### src/rtl/uart_pkg.sv
// Shared types and helpers for the UART transmit and receive paths.
package uart_pkg;

    typedef enum logic [1:0] {
        IDLE  = 2'd0,
        START = 2'd1,
        DATA  = 2'd2,
        STOP  = 2'd3
    } tx_state_t;

    localparam int OVERSAMPLE = 16;
    localparam int DATA_BITS  = 8;

    // Rounded clocks-per-oversample-tick; never below 1 so the divider always advances.
    function automatic int baud_div(input int clock_rate, input int baud_rate);
        longint den;
        longint quo;
        den = longint'(OVERSAMPLE) * longint'(baud_rate);
        if (den <= 64'sd0) begin
            quo = 64'sd1;
        end else begin
            quo = (longint'(clock_rate) + den / 64'sd2) / den;
        end
        if (quo < 64'sd1) begin
            quo = 64'sd1;
        end
        return int'(quo);
    endfunction

endpackage

### src/rtl/uart_baud_gen.sv
// Oversample tick generator: one-cycle tick every DIV clocks while enabled.
// Held at zero while disabled so the first tick lands exactly DIV clocks
// after enable rises. Shared by the transmit and receive paths.
module uart_baud_gen
    import uart_pkg::*;
#(
    parameter int DIV = 1
) (
    input  logic clk_tx,
    input  logic rst_clk_tx_n,
    input  logic enable,
    output logic tick
);

    localparam int            CW      = (DIV > 1) ? $clog2(DIV) : 1;
    localparam logic [CW-1:0] CNT_MAX = CW'(DIV - 1);

    logic [CW-1:0] cnt_r;

    // Divider counter; cleared on reset and whenever the consumer is idle
    always_ff @(posedge clk_tx) begin
        if (!rst_clk_tx_n) begin
            cnt_r <= '0;
        end else if (!enable) begin
            cnt_r <= '0;
        end else if (cnt_r == CNT_MAX) begin
            cnt_r <= '0;
        end else begin
            cnt_r <= cnt_r + CW'(1);
        end
    end

    // Tick is a compare on the counter flop, qualified by enable
    assign tick = enable && (cnt_r == CNT_MAX);

endmodule

### src/rtl/uart_tx_buf.sv
// 8N1 UART transmitter with a character FIFO. Bytes handed over with a
// valid/ready handshake are queued and serialized LSB first onto txd.
// Consecutive queued bytes go out as contiguous frames with no idle gap.
module uart_tx_buf
    import uart_pkg::*;
#(
    parameter int CLOCK_RATE = 50_000_000,
    parameter int BAUD_RATE  = 115_200,
    parameter int FIFO_DEPTH = 16
) (
    input  logic                          clk_tx,
    input  logic                          rst_clk_tx_n,
    input  logic [7:0]                    char_data,
    input  logic                          char_valid,
    output logic                          char_ready,
    output logic                          txd,
    output logic                          tx_busy,
    output logic [$clog2(FIFO_DEPTH):0]   fifo_level
);

    localparam int             DIV        = baud_div(CLOCK_RATE, BAUD_RATE);
    localparam int             AW         = $clog2(FIFO_DEPTH);
    localparam int             LW         = AW + 1;
    localparam logic [LW-1:0]  LEVEL_FULL = LW'(FIFO_DEPTH);
    localparam logic [3:0]     OS_LAST    = 4'(OVERSAMPLE - 1);
    localparam logic [2:0]     BIT_LAST   = 3'(DATA_BITS - 1);

    // FIFO storage and bookkeeping
    logic [7:0]    mem_r [FIFO_DEPTH];
    logic [AW-1:0] wr_ptr_r;
    logic [AW-1:0] rd_ptr_r;
    logic [LW-1:0] level_r;
    logic          fifo_empty_s;
    logic          fifo_full_s;
    logic          push_s;
    logic          pop_s;
    logic [7:0]    head_s;

    // Frame sequencer
    tx_state_t     state_r;
    logic [3:0]    os_cnt_r;
    logic [2:0]    bit_cnt_r;
    logic [7:0]    shift_r;
    logic          txd_r;
    logic          busy_r;
    logic          baud_en_s;
    logic          tick_s;
    logic          bit_done_s;

    assign fifo_empty_s = (level_r == '0);
    assign fifo_full_s  = (level_r == LEVEL_FULL);
    assign head_s       = mem_r[rd_ptr_r];
    // Ready is not pop-aware: a full FIFO refuses even on a popping cycle
    assign push_s       = char_valid && !fifo_full_s;
    assign baud_en_s    = (state_r != IDLE);
    assign bit_done_s   = tick_s && (os_cnt_r == OS_LAST);

    uart_baud_gen #(
        .DIV (DIV)
    ) u_baud_gen (
        .clk_tx       (clk_tx),
        .rst_clk_tx_n (rst_clk_tx_n),
        .enable       (baud_en_s),
        .tick         (tick_s)
    );

    // Pop when idle with data waiting, or at the last tick of a stop bit with more queued
    always_comb begin
        pop_s = 1'b0;
        case (state_r)
            IDLE:    pop_s = !fifo_empty_s;
            STOP:    pop_s = bit_done_s && !fifo_empty_s;
            default: pop_s = 1'b0;
        endcase
    end

    // Character storage; contents survive reset, only the pointers are cleared
    always_ff @(posedge clk_tx) begin
        if (push_s) begin
            mem_r[wr_ptr_r] <= char_data;
        end
    end

    // FIFO pointers (wrap modulo depth) and occupancy count
    always_ff @(posedge clk_tx) begin
        if (!rst_clk_tx_n) begin
            wr_ptr_r <= '0;
            rd_ptr_r <= '0;
            level_r  <= '0;
        end else begin
            if (push_s) begin
                wr_ptr_r <= wr_ptr_r + AW'(1);
            end
            if (pop_s) begin
                rd_ptr_r <= rd_ptr_r + AW'(1);
            end
            case ({push_s, pop_s})
                2'b10:   level_r <= level_r + LW'(1);
                2'b01:   level_r <= level_r - LW'(1);
                default: level_r <= level_r;
            endcase
        end
    end

    // Frame FSM; txd and tx_busy are registered from the current state
    always_ff @(posedge clk_tx) begin
        if (!rst_clk_tx_n) begin
            state_r   <= IDLE;
            os_cnt_r  <= 4'd0;
            bit_cnt_r <= 3'd0;
            shift_r   <= 8'd0;
            txd_r     <= 1'b1;
            busy_r    <= 1'b0;
        end else begin
            case (state_r)
                IDLE:    txd_r <= 1'b1;
                START:   txd_r <= 1'b0;
                DATA:    txd_r <= shift_r[0];
                STOP:    txd_r <= 1'b1;
                default: txd_r <= 1'b1;
            endcase
            busy_r <= (state_r != IDLE) || (level_r != '0);

            case (state_r)
                IDLE: begin
                    os_cnt_r <= 4'd0;
                    if (!fifo_empty_s) begin
                        shift_r   <= head_s;
                        bit_cnt_r <= 3'd0;
                        state_r   <= START;
                    end
                end
                START: begin
                    if (bit_done_s) begin
                        os_cnt_r <= 4'd0;
                        state_r  <= DATA;
                    end else if (tick_s) begin
                        os_cnt_r <= os_cnt_r + 4'd1;
                    end
                end
                DATA: begin
                    if (bit_done_s) begin
                        os_cnt_r <= 4'd0;
                        shift_r  <= {1'b0, shift_r[7:1]};
                        if (bit_cnt_r == BIT_LAST) begin
                            state_r <= STOP;
                        end else begin
                            bit_cnt_r <= bit_cnt_r + 3'd1;
                        end
                    end else if (tick_s) begin
                        os_cnt_r <= os_cnt_r + 4'd1;
                    end
                end
                STOP: begin
                    if (bit_done_s) begin
                        os_cnt_r <= 4'd0;
                        if (!fifo_empty_s) begin
                            // Chain straight into the next frame; the baud divider keeps running
                            shift_r   <= head_s;
                            bit_cnt_r <= 3'd0;
                            state_r   <= START;
                        end else begin
                            state_r <= IDLE;
                        end
                    end else if (tick_s) begin
                        os_cnt_r <= os_cnt_r + 4'd1;
                    end
                end
                default: begin
                    os_cnt_r <= 4'd0;
                    state_r  <= IDLE;
                end
            endcase
        end
    end

    assign char_ready = !fifo_full_s;
    assign txd        = txd_r;
    assign tx_busy    = busy_r;
    assign fifo_level = level_r;

endmodule

### config.mk
export PLATFORM = sky130hd
export DESIGN_NAME = uart_tx_buf
export DESIGN_NICKNAME = d
export VERILOG_FILES = /design/src/rtl/uart_pkg.sv /design/src/rtl/uart_baud_gen.sv /design/src/rtl/uart_tx_buf.sv
export SDC_FILE = /design/constraint.sdc
export NUM_CORES = 1
export LEC_CHECK = 0
export ABC_AREA = 1
export ABC_CLOCK_PERIOD_IN_PS = 3220
export CAP_MARGIN = 20
export CORE_MARGIN = 3
export CORE_UTILIZATION = 50
export CTS_BUF_LIST = sky130_fd_sc_hd__clkbuf_16
export CTS_CLUSTER_SIZE = 28
export DETAILED_ROUTE_END_ITERATION = 8
export PLACE_DENSITY = 0.79
export SYNTH_ARGS = -nofsm -noshare
export SYNTH_HDL_FRONTEND = slang
export SYNTH_SLANG_ARGS = --single-unit
### constraint.sdc
create_clock -name clk_tx -period 3.22 [get_ports clk_tx]
set_input_delay 0.322 -clock clk_tx [delete_from_list [all_inputs] [get_ports clk_tx]]
set_output_delay 0.322 -clock clk_tx [all_outputs]
set_load 0.01 [all_outputs]
==> run summary, run 1 <==
Synth Net Count -> 650
Final slew viol count -> 0
Synthesized area per cell -> 11.8 sq um
Synth Register Bits -> 169
Overflow after GRT -> 0
Commonest non-fill, non-tap cell in the layout -> edfxtp_1
Total die area -> 16100 sq um
Antenna diodes -> 0
Vias per inst -> 5.72
Nets -> 669
TritonCTS Buffers -> 17
Tmin final -> 2.76 ns
Final setup viols -> 0
Final wirelength -> 15100 microns
Slowest cell delay on critical path -> 0.42 ns
Post-CTS Setup Inserts -> 0
PD cells -> 834 nW/um^2
Cell area after layout -> 8180 sq um
Cells after Synth -> 620
Most frequent cells in the layout -> edfxtp_1 (128), inv_1 (67), a21oi_1 (56), o21ai_0 (47), nand2_1 (46)
Drt first pass iters -> 5
Number of library cell types mapped by synthesis -> 40
Clk slew on worst S/H paths -> 0.06 ns
Hold-fix buffers, CTS -> 0
Slew headroom -> 42.2%
Critical Path Source Type -> flop
Starting Density -> 51.7%
Clock sinks -> 169
CP required -> 3.55 ns
Initial antenna violation count -> 0
MaxCap Viol Count -> 0
Die Y-Extent -> 127 microns
I/O pin count -> 19
P&R area growth vs syn -> 12.2%
Share of cells above drive strength 1 -> 9.51%
Core Footprint -> 14100 sq um
Final Hold Fails -> 0
RSZ-0062 raised after global routing -> false
CP max FO -> 6
CP Data Arrival Time -> 3.09 ns
Sequential share of the synthesized area -> 64.0%
Synth top area share -> 52.7%
Status -> finished clean
CP Buf/Inv Count -> 5
Crit-path cells -> inv_1, ha_1, inv_1, nand3_4, nor2_4, nand2_2, nand2_4, nand2_2, inv_4, ha_1, xnor2_1, inv_1, nand2_1, nand2_1, a21oi_1, o21ai_1, nand2_1, inv_1
Longest Clk Path Bufs -> 2
DP Worst Slack -> 0.527 ns
Setup Total Neg Slack -> 0 ns
Setup skew after layout -> 0.00960 ns
Placer Congestion -> 0.838
Most Frequent Cell on Critical Path -> inv_1
Max Freq -> 0.363 GHz
Initial DRC Count -> 589
Slowest-stage cell, CP -> dfxtp_1
Worst Hold Slack -> 0.462 ns
WL/cell -> 18.1 microns
DP Wirelength -> 9680 microns
Synthesized area -> 7290 sq um
Final WS setup -> 0.462 ns
Kind of critical path -> reg2reg
CTS Root Cell -> clkbuf_16
Global-route usage over all layers -> 19.6%
Worst-Skew Late Latency -> 0.43 ns
Vias -> 4756
Port buffer count -> 18
Area after DPL -> 7590 sq um
Slew @ Worst Pin -> 0.864 ns
Hold Path Class -> reg2reg
Peak supply drop -> 0.502 mV
Row count -> 43
First-pass GRT wire length -> 24400 microns
Synthesis Warnings -> 0
Final period util -> 85.7%
Largest net degree at the start of global routing -> 58
Vias in the first global route -> 4783
Die Wd -> 127 microns
DRC -> 0
DRT antenna net count -> 0
Top post-synthesis cells by area -> edfxtp_1 (53%), dfxtp_1 (11%), mux2i_1 (4.4%), a21oi_1 (3.8%), o211ai_1 (3.8%)
Leakage power -> 2.98 nW
CTS tree -> yes
Dominant cell type by area after synthesis -> edfxtp_1
H-tree levels -> 4
CP top delay family -> simple AND/OR/NAND/NOR gates
Post-cts resize count -> 0
Setup crit end kind -> flop
[cell families after synthesis]
group           share of synthesized area (%)
xor+xnor                                0.721
fa+ha+maj                                3.26
simple gates                             9.01
buf+inv                                  6.08
flops                                    64.0
mux                                      4.39
compound gates                           12.5
[path summary, 6_finish.rpt]
check                           start             endpoint  slack [ns]  depth (start not counted)
hold / removal    u_baud_gen.cnt_r[0]  u_baud_gen.cnt_r[0]        0.46                          1
setup reg to reg           state_r[0]        fifo_level[3]        0.46                         18
hold reg to reg   u_baud_gen.cnt_r[0]  u_baud_gen.cnt_r[0]        0.46                          1
setup / recovery           state_r[0]        fifo_level[3]        0.46                         18
[routing by layer]
metal	vias up	wire length, microns	track usage (%)
li1	2247	-	-
met2	199	7580	32.4
met4	0	404	8.58
met5	-	0	0
met3	30	1080	5.43
met1	2280	6010	24.1
[metrics by stage]
step	utilization, %	power (mW)	std cells
floorplan	-	4.30	620
global placement	53.8	4.69	800
detailed placement	53.8	4.80	800
CTS	58.0	6.82	832
global route	58.0	7.18	832
finish	58.0	6.82	832
[cells in the mapped netlist, drive strengths merged]
master,instances
a21oi,59
o211ai,37
ha,19
clkbuf,12
a31o,1
nand2,54
xor2,4
and3,4
o22ai,1
buf,12
o21a,1
mux2i,32
clkinv,2
a211oi,2
xnor2,2
dfxtp,41
a221oi,1
nand3,28
nor2,48
inv,71
or2,1
nand4,4
edfxtp,128
o21ai,56
[worst reg2reg max path, stage by stage (launching register included)]
cell     delay [ns]
dfxtp_1        0.42
inv_1          0.12
ha_1           0.22
inv_1          0.15
nand3_4        0.13
nor2_4         0.11
nand2_2        0.07
nand2_4        0.07
nand2_2        0.08
inv_4          0.09
ha_1           0.26
xnor2_1        0.24
inv_1          0.09
nand2_1        0.10
nand2_1        0.09
a21oi_1        0.17
o21ai_1        0.12
nand2_1        0.07
inv_1          0.04
[layout make-up]
class	count	area, sq um
flip-flops and latches	169	4670
multi-input cells	354	2180
inverters	73	277
repair buffers	24	238
fillers	1118	5920
clock inverters	15	161
clock buffers	17	425
well taps	180	225
[sequential cells by signal (all words and copies together), names as in the netlist, 2 cells and up, named ones only]
signal	cells
state_r	2
rd_ptr_r	4
wr_ptr_r	4
u_baud_gen.cnt_r	5
os_cnt_r	4
shift_r	8
fifo_level	5
mem_r	128
bit_cnt_r	3
[report_power, final]
group / switching (mW) / internal, mW
clock: 0.865 / 1.15
sequential: 0.248 / 2.52
combinational: 1.26 / 0.766
(Power assumes the default switching activity.)
==> run 2: changes to the inputs <==
--- a/config.mk
+++ b/config.mk
@@ -7,5 +7,5 @@
 export LEC_CHECK = 0
 export ABC_AREA = 1
-export ABC_CLOCK_PERIOD_IN_PS = 3220
+export ABC_CLOCK_PERIOD_IN_PS = 3450
 export CAP_MARGIN = 20
 export CORE_MARGIN = 3
==> constraint.sdc (replaced) <==
create_clock -name clk_tx -period 3.45 [get_ports clk_tx]
set_input_delay 0.345 -clock clk_tx [delete_from_list [all_inputs] [get_ports clk_tx]]
set_output_delay 0.345 -clock clk_tx [all_outputs]
set_load 0.005 [all_outputs]
==> run summary, run 2 (synthesis gave the netlist of run 1 again) <==
DRC -> 0
CP Buf/Inv Count -> 4
P&R area growth vs syn -> 12.3%
DP Wirelength -> 9910 microns
WL/cell -> 18.3 microns
Largest net degree at the start of global routing -> 55
Nets -> 670
Initial DRC Count -> 583
Final core utilization -> 58.1%
Cell count along the critical path -> 18
CTS Root Cell -> clkbuf_16
Slowest cell delay on critical path -> 0.42 ns
H-tree levels -> 4
Tmin final -> 2.83 ns
Leakage power -> 3.00 nW
Final setup viols -> 0
CP required -> 3.80 ns
Critical Path Source Type -> flop
Flop2flop setup slack -> 0.62 ns
Fill count -> 1103
RSZ-0062 raised after global routing -> false
CP top delay family -> simple AND/OR/NAND/NOR gates
Final Hold Fails -> 0
Post-cts resize count -> 0
Max Freq -> 0.354 GHz
Combinational share of power -> 29.4%
PD cells -> 779 nW/um^2
Overflow after GRT -> 0
Initial antenna violation count -> 0
Final period util -> 81.9%
Post-CTS Setup Inserts -> 0
Antenna diodes -> 0
Die Y-Extent -> 127 microns
Status -> finished clean
MaxCap Viol Count -> 0
Area of the multi-input gates -> 2180 sq um
Reg with most FFs -> mem_r
DRT antenna net count -> 0
Final slew viol count -> 0
R2r worst-path depth -> 18
Regs by FF count -> mem_r x128, shift_r x8
Worst-Skew Late Latency -> 0.43 ns
Row count -> 43
Crit-path cells -> inv_1, ha_1, inv_1, nand3_4, nor2_4, nand2_2, nand2_4, nand2_2, inv_4, ha_1, ha_1, inv_1, nor2_1, nor2_1, nand3_1, nand2_1, nand2_1, a21oi_2
Hold Path Class -> reg2reg
Drt first pass iters -> 5
Flop pwr share -> 40.4%
Peak supply drop -> 0.464 mV
CP Data Arrival Time -> 3.18 ns
Vias -> 4782
Core Footprint -> 14100 sq um
Largest register FFs -> 128
Worst Hold Slack -> 0.463 ns
TritonCTS Buffers -> 17
Kind of critical path -> reg2reg
Slew headroom -> 41.1%
Port buffer count -> 18
Setup crit end kind -> flop
Final wirelength -> 15200 microns
Setup crit end -> fifo_level[4]
Sw Ratio -> 34.1%
P_int -> 4.20 mW
Clk network pwr share -> 30.2%
NetSw -> 2.18 mW
Longest Clk Path Bufs -> 2
Commonest non-fill, non-tap cell in the layout -> edfxtp_1
Clk slew on worst S/H paths -> 0.06 ns
First-pass GRT wire length -> 24600 microns
Slowest-stage cell, CP -> dfxtp_1
Vias in the first global route -> 4883
Global-route usage over all layers -> 19.8%
R2R Path Start -> state_r[0]
Hold Crit Depth -> 1
Share of cells above drive strength 1 -> 9.49%
Starting Density -> 51.7%
Setup Total Neg Slack -> 0 ns
Slew @ Worst Pin -> 0.881 ns
Placer Congestion -> 0.846
CTS tree -> yes
Total die area -> 16100 sq um
Reg2reg end -> fifo_level[4]
Clock sinks -> 169
I/O pin count -> 19
Vias per inst -> 5.74
Hold-fix buffers, CTS -> 0
Reg area -> 4670 sq um
Most frequent cells in the layout -> edfxtp_1 (128), inv_1 (67), a21oi_1 (56), o21ai_0 (47), nand2_1 (46)
Setup skew after layout -> 0.00772 ns
Setup crit start -> state_r[0]
CP max FO -> 6
Die Wd -> 127 microns
## run 2: stage by stage
stage	setup WS [ns]	std cells	instance area [sq um]	total power [mW]
floorplan	1.06	620	7290	4.00
global placement	0.924	801	7580	4.36
detailed placement	0.729	801	7580	4.46
CTS	0.705	833	8180	6.38
global route	0.348	833	8180	6.74
finish	0.624	833	8180	6.38
## run 2: per-layer routing
| metal | track usage [%] | vias to the layer above | share of wire [%] |
|---|---|---|---|
| met5 | 0 | - | 0 |
| met4 | 8.26 | 0 | 3.0 |
| met3 | 4.97 | 30 | 6.9 |
| met2 | 33.8 | 180 | 51 |
| met1 | 23.9 | 2325 | 40 |
| li1 | - | 2247 | - |
## run 2: worst reg2reg max path: cells and delay by family, from the launching register on
family,cells,cell delay [ns]
and+or+nand+nor,10,0.97
adders and majority gates,3,0.76
buffers and inverters,4,0.49
DFF,1,0.42
AOI/OAI and AO/OA,1,0.11
## run 2: how the worst min path moves through the flow
stage	start	to	slack [ns]
detailed placement	shift_r[5]	shift_r[5]	0.46
finish	u_baud_gen.cnt_r[0]	u_baud_gen.cnt_r[0]	0.46
floorplan	bit_cnt_r[0]	bit_cnt_r[0]	0.43
global route	shift_r[5]	shift_r[5]	0.50
CTS	shift_r[5]	shift_r[5]	0.47
global placement	u_baud_gen.cnt_r[0]	u_baud_gen.cnt_r[0]	0.45
## run 2: power groups by stage
stage               combinational [mW]  clock (mW)  sequential (mW)
finish                            1.88        1.93             2.58
global route                      2.10        2.03             2.60
CTS                               1.86        1.94             2.57
detailed placement                1.85           0             2.61
global placement                  1.75           0             2.60
floorplan                         1.52           0             2.48
## run 2: final cells by class
type	count	share of cell area, %
well taps	180	2.75
flip-flops and latches	169	57.0
multi-input cells	354	26.7
inverters	73	3.38
clock buffers	17	5.20
repair buffers	25	2.84
clock inverters	15	2.13
